### config.mk
export PLATFORM = sky130hd
export DESIGN_NAME = uart_rx_os
export DESIGN_NICKNAME = d
export VERILOG_FILES = /design/src/rtl/uart_pkg.sv /design/src/rtl/uart_baud_tick.sv /design/src/rtl/uart_rx_os.sv
export SDC_FILE = /design/constraint.sdc
export NUM_CORES = 1
export LEC_CHECK = 0
export CORE_ASPECT_RATIO = 1.4
export CORE_MARGIN = 5
export CORE_UTILIZATION = 55
export DETAILED_ROUTE_END_ITERATION = 10
export PLACE_DENSITY = 0.78
export SYNTH_ARGS = -nofsm -noshare
export SYNTH_HDL_FRONTEND = slang
export SYNTH_HIERARCHICAL = 1
export SYNTH_SLANG_ARGS = --single-unit
export TNS_END_PERCENT = 100
### constraint.sdc
create_clock -name clk -period 2.26 [get_ports clk]
set_input_delay 0.339 -clock clk [delete_from_list [all_inputs] [get_ports clk]]
set_output_delay 0.339 -clock clk [all_outputs]
set_load 0.02 [all_outputs]
### src/rtl/uart_pkg.sv
// Purpose: shared UART types and helpers used by the receiver and the future transmitter.
// Latency: n/a (types and a combinational function only).
// Backpressure: n/a.
package uart_pkg;

  // Parity mode encoding matches the PARITY parameter value (0/1/2).
  typedef enum logic [1:0] {
    PAR_NONE = 2'd0,
    PAR_EVEN = 2'd1,
    PAR_ODD  = 2'd2
  } parity_t;

  typedef enum logic [2:0] {
    ST_IDLE   = 3'd0,
    ST_START  = 3'd1,
    ST_DATA   = 3'd2,
    ST_PARITY = 3'd3,
    ST_STOP   = 3'd4,
    ST_STOP2  = 3'd5
  } rx_state_t;

  // Widest legal data word; narrower words are zero-extended, which leaves the XOR unchanged.
  localparam int MAX_DATA_WIDTH = 9;

  // Parity bit a transmitter would send for this word.
  function automatic logic calc_parity(input logic [MAX_DATA_WIDTH-1:0] data,
                                       input parity_t mode);
    logic p;
    p = ^data;
    if (mode == PAR_ODD) p = ~p;
    return p;
  endfunction

endpackage

### src/rtl/uart_baud_tick.sv
// Purpose: oversampling tick generator, one-cycle tick every CLK_FREQ/(BAUD_RATE*OVERSAMPLE) clocks.
// Latency: first tick TICK_DIV cycles after clear is released (every cycle when TICK_DIV = 1).
// Backpressure: none; free-running, realigned by clear.
// Ports: clk, rstn (async active-low), clear (restart the divider), tick (1-cycle strobe).
module uart_baud_tick #(
  parameter int CLK_FREQ   = 100_000_000,
  parameter int BAUD_RATE  = 115200,
  parameter int OVERSAMPLE = 16
) (
  input  logic clk,
  input  logic rstn,
  input  logic clear,
  output logic tick
);

  localparam int TICK_DIV = CLK_FREQ / (BAUD_RATE * OVERSAMPLE);
  // A divide-by-one counter still needs one bit to exist.
  localparam int CW = (TICK_DIV > 1) ? $clog2(TICK_DIV) : 1;
  localparam logic [CW-1:0] CNT_LAST = CW'(TICK_DIV - 1);

  if (TICK_DIV == 0) begin : g_bad_div
    $error("uart_baud_tick: CLK_FREQ too low for BAUD_RATE*OVERSAMPLE");
  end

  logic [CW-1:0] cnt;

  always_ff @(posedge clk or negedge rstn) begin
    if (!rstn) begin
      cnt <= '0;
    end else if (clear || cnt == CNT_LAST) begin
      cnt <= '0;
    end else begin
      cnt <= cnt + 1'b1;
    end
  end

  assign tick = (cnt == CNT_LAST);

endmodule

### src/rtl/uart_rx_os.sv
// Purpose: oversampling UART receiver with majority vote, false-start rejection, parity and 1/2 stop bits.
// Latency: SYNC_STAGES cycles into the line synchroniser; valid rises 1 cycle after the final stop-bit vote.
// Backpressure: valid/ready; a frame completing while an unaccepted word is held is dropped and sets sticky overrun.
// Ports: clk, rstn (async active-low), rx_sig (raw line, idle high), data/valid/ready (output word handshake),
//        frame_err/parity_err (qualify data while valid), overrun (sticky, cleared by the next transfer).
module uart_rx_os
  import uart_pkg::*;
#(
  parameter int DATA_WIDTH  = 8,
  parameter int BAUD_RATE   = 115200,
  parameter int CLK_FREQ    = 100_000_000,
  parameter int OVERSAMPLE  = 16,
  parameter int PARITY      = 0,
  parameter int STOP_BITS   = 1,
  parameter int SYNC_STAGES = 2
) (
  input  logic                  clk,
  input  logic                  rstn,
  input  logic                  rx_sig,
  output logic [DATA_WIDTH-1:0] data,
  output logic                  valid,
  input  logic                  ready,
  output logic                  frame_err,
  output logic                  parity_err,
  output logic                  overrun
);

  if (DATA_WIDTH < 5 || DATA_WIDTH > MAX_DATA_WIDTH) begin : g_bad_dw
    $error("uart_rx_os: DATA_WIDTH must be 5..9");
  end
  if (OVERSAMPLE < 8 || (OVERSAMPLE % 2) != 0) begin : g_bad_os
    $error("uart_rx_os: OVERSAMPLE must be even and at least 8");
  end
  if (PARITY < 0 || PARITY > 2) begin : g_bad_par
    $error("uart_rx_os: PARITY must be 0, 1 or 2");
  end
  if (STOP_BITS < 1 || STOP_BITS > 2) begin : g_bad_stop
    $error("uart_rx_os: STOP_BITS must be 1 or 2");
  end
  if (SYNC_STAGES < 2) begin : g_bad_sync
    $error("uart_rx_os: SYNC_STAGES must be at least 2");
  end

  localparam int OSW = $clog2(OVERSAMPLE);
  localparam int BCW = $clog2(DATA_WIDTH + 1);
  // Three samples straddle the bit centre; the vote happens on the last of them.
  localparam logic [OSW-1:0] OS_S0   = OSW'(OVERSAMPLE / 2 - 1);
  localparam logic [OSW-1:0] OS_S1   = OSW'(OVERSAMPLE / 2);
  localparam logic [OSW-1:0] OS_VOTE = OSW'(OVERSAMPLE / 2 + 1);
  localparam logic [OSW-1:0] OS_LAST = OSW'(OVERSAMPLE - 1);
  localparam logic [BCW-1:0] BIT_LAST = BCW'(DATA_WIDTH);
  localparam parity_t PAR_MODE = parity_t'(PARITY[1:0]);

  // Input synchroniser, reset to the idle-high line level.
  logic [SYNC_STAGES-1:0] sync_q;
  logic                   rx_s;

  always_ff @(posedge clk or negedge rstn) begin
    if (!rstn) begin
      sync_q <= '1;
    end else begin
      sync_q <= {sync_q[SYNC_STAGES-2:0], rx_sig};
    end
  end

  assign rx_s = sync_q[SYNC_STAGES-1];

  rx_state_t                   state;
  logic                        rx_prev;
  logic [OSW-1:0]              os_cnt;
  logic [BCW-1:0]              bit_cnt;
  logic [DATA_WIDTH-1:0]       shift_reg;
  logic                        smp0, smp1;
  logic                        frame_err_tmp, parity_err_tmp;
  logic                        tick, clear, fall, vote, at_vote, at_end, par_bad;
  logic                        done, done_fe;
  logic [MAX_DATA_WIDTH-1:0]   shift_ext;

  // rx_prev follows the line in every state, so a line still low after a
  // frame (break) cannot look like a new falling edge.
  assign fall    = rx_prev & ~rx_s;
  assign clear   = (state == ST_IDLE) && fall;
  assign vote    = (smp0 & smp1) | (smp0 & rx_s) | (smp1 & rx_s);
  assign at_vote = tick && (os_cnt == OS_VOTE);
  assign at_end  = tick && (os_cnt == OS_LAST);

  assign shift_ext = MAX_DATA_WIDTH'(shift_reg);
  assign par_bad   = vote ^ calc_parity(shift_ext, PAR_MODE);

  uart_baud_tick #(
    .CLK_FREQ  (CLK_FREQ),
    .BAUD_RATE (BAUD_RATE),
    .OVERSAMPLE(OVERSAMPLE)
  ) u_tick (
    .clk  (clk),
    .rstn (rstn),
    .clear(clear),
    .tick (tick)
  );

  // The frame completes on the last stop-bit vote rather than the bit end,
  // leaving half a bit of slack before a back-to-back start edge.
  always_comb begin
    done    = 1'b0;
    done_fe = 1'b0;
    case (state)
      ST_STOP: begin
        if (at_vote && STOP_BITS == 1) begin
          done    = 1'b1;
          done_fe = ~vote;
        end
      end
      ST_STOP2: begin
        if (at_vote) begin
          done    = 1'b1;
          done_fe = frame_err_tmp | ~vote;
        end
      end
      default: ;
    endcase
  end

  always_ff @(posedge clk or negedge rstn) begin
    if (!rstn) begin
      state          <= ST_IDLE;
      rx_prev        <= 1'b1;
      os_cnt         <= '0;
      bit_cnt        <= '0;
      shift_reg      <= '0;
      smp0           <= 1'b0;
      smp1           <= 1'b0;
      frame_err_tmp  <= 1'b0;
      parity_err_tmp <= 1'b0;
      data           <= '0;
      valid          <= 1'b0;
      frame_err      <= 1'b0;
      parity_err     <= 1'b0;
      overrun        <= 1'b0;
    end else begin
      rx_prev <= rx_s;

      if (tick && state != ST_IDLE) begin
        if (os_cnt == OS_S0) smp0 <= rx_s;
        if (os_cnt == OS_S1) smp1 <= rx_s;
        os_cnt <= (os_cnt == OS_LAST) ? '0 : os_cnt + 1'b1;
      end

      case (state)
        ST_IDLE: begin
          if (fall) begin
            state          <= ST_START;
            os_cnt         <= '0;
            bit_cnt        <= '0;
            frame_err_tmp  <= 1'b0;
            parity_err_tmp <= 1'b0;
          end
        end
        ST_START: begin
          if (at_vote && vote) begin
            state <= ST_IDLE;       // glitch, not a start bit
          end else if (at_end) begin
            state <= ST_DATA;
          end
        end
        ST_DATA: begin
          if (at_vote) begin
            shift_reg <= {vote, shift_reg[DATA_WIDTH-1:1]};
            bit_cnt   <= bit_cnt + 1'b1;
          end
          if (at_end && bit_cnt == BIT_LAST) begin
            state <= (PARITY != 0) ? ST_PARITY : ST_STOP;
          end
        end
        ST_PARITY: begin
          if (at_vote) parity_err_tmp <= par_bad;
          if (at_end)  state <= ST_STOP;
        end
        ST_STOP: begin
          if (at_vote) begin
            frame_err_tmp <= ~vote;
            if (STOP_BITS == 1) state <= ST_IDLE;
          end else if (at_end) begin
            state <= ST_STOP2;
          end
        end
        ST_STOP2: begin
          if (at_vote) state <= ST_IDLE;
        end
        default: state <= ST_IDLE;
      endcase

      // Output word register: a completing frame wins over a plain transfer.
      if (done) begin
        if (!valid || ready) begin
          data       <= shift_reg;
          frame_err  <= done_fe;
          parity_err <= parity_err_tmp;
          valid      <= 1'b1;
        end else begin
          overrun <= 1'b1;
        end
      end else if (valid && ready) begin
        valid   <= 1'b0;
        overrun <= 1'b0;
      end
    end
  end

endmodule
# After elaboration in Yosys (flattened, before gate mapping)
# Cells that the tools add are included.
[classes]
add_sub_neg = 3
eq_ne = 22
muxes = 32
bitwise = 10
reduce_logical = 28
[ops]
columns = ["operator", "count"]
rows = [
  ["2-to-1 mux 3 bit", 8],
  ["2-to-1 mux 4 bit", 6],
  ["case mux 3 bit (6 select lines)", 1],
  ["== test 4 bit (second input constant)", 4],
  ["!= test 2 bit (second input constant)", 8],
  ["2-to-1 mux 1 bit", 12],
  ["AND reduction 2 bit", 6],
  ["AND reduction 3 bit", 3],
  ["XOR reduction 9 bit", 1],
  ["adder 4 x 1 -> 4 bit (second input constant)", 2],
  ["case mux 4 bit (2 select lines)", 1],
  ["nonzero test 2 bit", 4],
  ["logical AND 1 bit", 7],
  ["adder 6 x 1 -> 6 bit (second input constant)", 1],
  ["== test 3 x 2 -> 1 bit (second input constant)", 2],
  ["== test 3 bit (second input constant)", 2],
  ["== test 6 bit (second input constant)", 1],
  ["2-to-1 mux 6 bit", 1],
  ["!= test 3 bit (second input constant)", 2],
  ["case mux 1 bit (2 select lines)", 3],
  ["AND reduction 6 bit", 1],
  ["bitwise AND 1 bit", 4],
  ["== test 4 x 3 -> 1 bit (second input constant)", 1],
  ["== test 3 x 1 -> 1 bit (second input constant)", 1],
  ["other kinds (9)", 13],
]
[totals]
register_bits = 44
inputBits = 4
output_inout_bits = 12
wordCells = 111

# Logic depth before layout (Yosys ltp)
[depth]
word_depth = 7
ltp_mapped = 9
mapped_depth_nobuf = 7

# Hierarchy
# Netlist, hierarchy kept.
[by_module_without_submodules]
columns = ["mod", "instances", "cells_per_inst", "area_per_inst_um2", "seq_area_each_um2"]
rows = [
  ["uart_rx_os", 1, 158, 1843.0, 954.7],
  ["uart_baud_tick", 1, 26, 287.8, 150.1],
]

# Least setup slack after synthesis
# No wires, ideal clock.
[synth_path]
kind = "flip-flop to flip-flop"
startpoint = "register u_tick.cnt[0]"
endpoint = "register state[0]"
setup_time_ns = 0.128
arrival_time_ns = 1.954
slack_ns = 0.178
stages_incl_launch_ff = 9
n_path_buf = 2
period_less_slack_ns = 2.082
path_cell_list = "dfrtp_1 -> ha_1 -> and4_1 -> buf_6 -> and4b_1 -> buf_6 -> a211o_1 -> a31oi_1 -> mux2_1"
[synth_between]
elab_chain_cells = 5
[synth_rtl]
columns = ["item", "line", "text"]
rows = [
  ["start: declaration", "uart_baud_tick.sv:25", "logic [CW-1:0] cnt;"],
  ["start signal: assignment", "uart_baud_tick.sv:33", "cnt <= cnt + 1'b1;"],
  ["== test 6 bit *", "uart_baud_tick.sv:37", "assign tick = (cnt == CNT_LAST);"],
  ["net tick", "uart_rx_os.sv:75", "logic tick, clear, fall, vote, at_vote, at_end, par_bad;"],
  ["logical AND 1 bit, on equally long branches", "uart_rx_os.sv:84, uart_rx_os.sv:85", ""],
  ["logical AND 1 bit, on equally long branches", "uart_rx_os.sv:159, uart_rx_os.sv:170", ""],
  ["!= test 3 bit (no source line), or another cell as far along", "n/a", ""],
  ["AND reduction 6 bit (no source line) / case mux 3 bit (6 select lines) (equally long branches)", "n/a", ""],
  ["end signal: assignment", "uart_rx_os.sv:171", "state <= (PARITY != 0) ? ST_PARITY : ST_STOP;"],
  ["end: declaration", "uart_rx_os.sv:68", "rx_state_t state;"],
]
# The timed path passes the listed nets; every way through them passes the cells marked *.
# A chain may end at the register's enable or synchronous reset.

# Final worst setup path
# Ends and elaborated chain as after synthesis.

==> impl_metrics.yaml <==
drt:
  wl_per_cell_um: 15.6
  drtIter0Drc: 69
  drc_errors: 0
  vias: 1407
  wl_um: 3880
  dr.pass1.iters: 4
  antenna_left: 0
  post_drt_via_cell_ratio: 5.67
placed_design:
  portBuffers: 15
  gp_congestion: 0.863
  place_ws_ns: 0.0686
  place_inst: 239
  dp_hpwl_um: 2840
  placed_area_um2: 2320
cts:
  ctsRootBufferMaster: "clkbuf_8"
  cts_made_buffers: 5
  cts_num_sinks: 44
  path_clk_slew_ns: 0.08
  cts_tree: "done"
  clockBufferDepth: 2
  clk-insertion-delay-late_ns: 0.29
  cts_htree_levels: 2
  cts_setup_buffers: 0
yosys:
  yosys.area.top_type: "dfrtp_1"
  seq_area_frac_synth_pct: 51.8
  yosys_register_bits: 44
  synth.area.top_cells: "dfrtp_1, mux2_2, ha_1, dfstp_2, o21ai_0"
  synthArstFlopShare_pct: 100
  synth_fp_nets: 195
  syn_area_um2: 2130
  yosys_warnings: 6
  synth.top_cell.area_share_pct: 48.2
  yosysMostFrequentCell: "dfrtp_1"
  synth-edff-count: 0
  synth_flop_cell: "dfrtp_1"
  ys_types: 41
  netlist_top_cells_count: "dfrtp_1, mux2_2, nor2_1, o21ai_0, nand2_1"
  synth_cells: 184
  syn_avg_cell_area_um2: 11.6
run_status:
  status: "finished clean"
critical_path:
  crit_type: "reg -> reg"
  worstSetupEndpointType: "register"
  worstPathMaxFanout: 9
  cp-start-kind: "register"
  arrival_ns: 2.33
  cp_data_required_time_ns: 2.44
pwr:
  power_leakage_nw: 1.11
  comb_power_share_pct: 8.6
  p_per_area_nw_per_um2: 622
  power_frac_clock_pct: 34.1
  total_power_mw: 1.51
  p_sw_uw: 383
  pwr-share-seq_pct: 57.3
  p_sw_share_pct: 25.4
  intPower_mw: 1.13
  ir_worst_vdd_mv: 0.658
finish:
  final_layout_size_suffix_gt1_share_pct: 20.9
  stdcell_area_um2: 2430
  final_cells: 248
  antenna_cells: 0
  nNetsFinal: 216
  utilization_pct: 65.5
  area_growth_pct: 14.0
timing:
  period_minus_slack_ns: 2.15
  max_slew.worst_pin.slew_ns: 0.422
  rsz0062_at_grt: "no"
  slew_headroom_pct: 71.9
  tns_ns: 0
  fin_ws_ns: 0.115
  fmax_mhz: 466
  setup_viol: 0
  clock_skew_ns: 0.00585
  timing.final.crit_share_pct: 94.9
  hold-worst-slack_ns: 0.355
  final_hold_viol_count: 0
  maxSlewViolCount: 0
die:
  dieHeight_um: 83.6
  ios: 16
  dieWidth_um: 62.6
  core_area_um2: 3710
  rows: 26
  dieArea_um2: 5240
  initial_core_util_pct: 57.5
grt:
  grt_pass1_vias: 1508
  grt.total_usage_pct: 16.3
  grt_pass1_wl_um: 6930
  grt_max_degree: 26
  gr-total-overflow: 0
  antenna_found_initial: 0
hold_path:
  hold_path.class: "reg -> reg"
job:
  drv_cap: 0
[kinds of logic after synthesis]
group	synth area share (%)
simple gates	14.0
flops	51.8
compound gates	8.40
mux	11.1
buf+inv	3.99
xor+xnor	5.99
fa+ha+maj	4.64
[power groups by stage]
stage	Sequential [mW]	Clock, mW	Combinational, mW
final	0.866	0.514	0.130
after global routing	0.874	0.573	0.149
after CTS	0.865	0.525	0.133
after detailed placement	0.881	0	0.130
after global placement	0.874	0	0.119
after floorplan	0.867	0	0.0888
[metal layers]
metal | vias to the layer above | track usage (%) | wire length, um
met2 | 27 | 26.8 | 2070
met3 | 4 | 5.39 | 135
met1 | 690 | 19.5 | 1630
met5 | - | 0 | 0
met4 | 0 | 6.76 | 37
li1 | 686 | - | -
[path summary, 6_finish.rpt]
check | slack [ns] | depth (start not counted) | endpoint | start
hold / removal | 0.36 | 0 | sync_q[1]$_DFF_PN1_ | sync_q[0]$_DFF_PN1_
setup reg to reg | 0.11 | 6 | state[0]$_DFFE_PN0P_ | u_tick/cnt[0]$_DFF_PN0_
min in group asynchronous | 0.51 | 2 | os_cnt[3]$_DFF_PN0_ | rstn
hold reg to reg | 0.36 | 0 | sync_q[1]$_DFF_PN1_ | sync_q[0]$_DFF_PN1_
max in group asynchronous | 1.08 | 3 | data[3]$_DFFE_PN0P_ | rstn
setup / recovery | 0.11 | 6 | state[0]$_DFFE_PN0P_ | u_tick/cnt[0]$_DFF_PN0_
[placed cells by master, fill, tap and decap left out, types with 2 or more instances in the layout]
cell type and instances:
nand3b_1 2, xor2_1 5, a21oi_1 3, o22ai_1 2, dfstp_2 3, nand2_1 11
nand3_1 8, dfrtp_1 41, ha_1 7, o21ai_0 14, nor2b_1 2, clkbuf_8 6
and4_1 2, nor2_1 14, nand2b_1 3, inv_1 8, clkdlybuf4s50_1 14, buf_4 3
xnor2_1 7, clkinvlp_4 2, or3_1 3, mux2_2 20
[repair_timing]
action	CTS	global route
hold buffers	1	0
resized for setup	0	3
endpoints found under the setup margin	0	21
endpoints found under the hold margin	16	0
[cell type report]
cell class | instances | area, um2
inverter | 8 | 30.0
sequential | 44 | 1100
fill | 291 | 1280
clock buffer | 6 | 82.6
clock inverter | 2 | 15.0
tap | 42 | 52.6
multi-input combinational | 126 | 946
timing repair buffer | 20 | 198
[worst max-delay path, cell delays in order, from the launching register on]
cell	delay [ns]
dfrtp_1	0.43
ha_1	0.23
and4_2	0.27
and4b_2	0.31
a211o_1	0.27
a31oi_1	0.18
mux2_1	0.34
No activity file was read; power rests on OpenSTA's default activity.
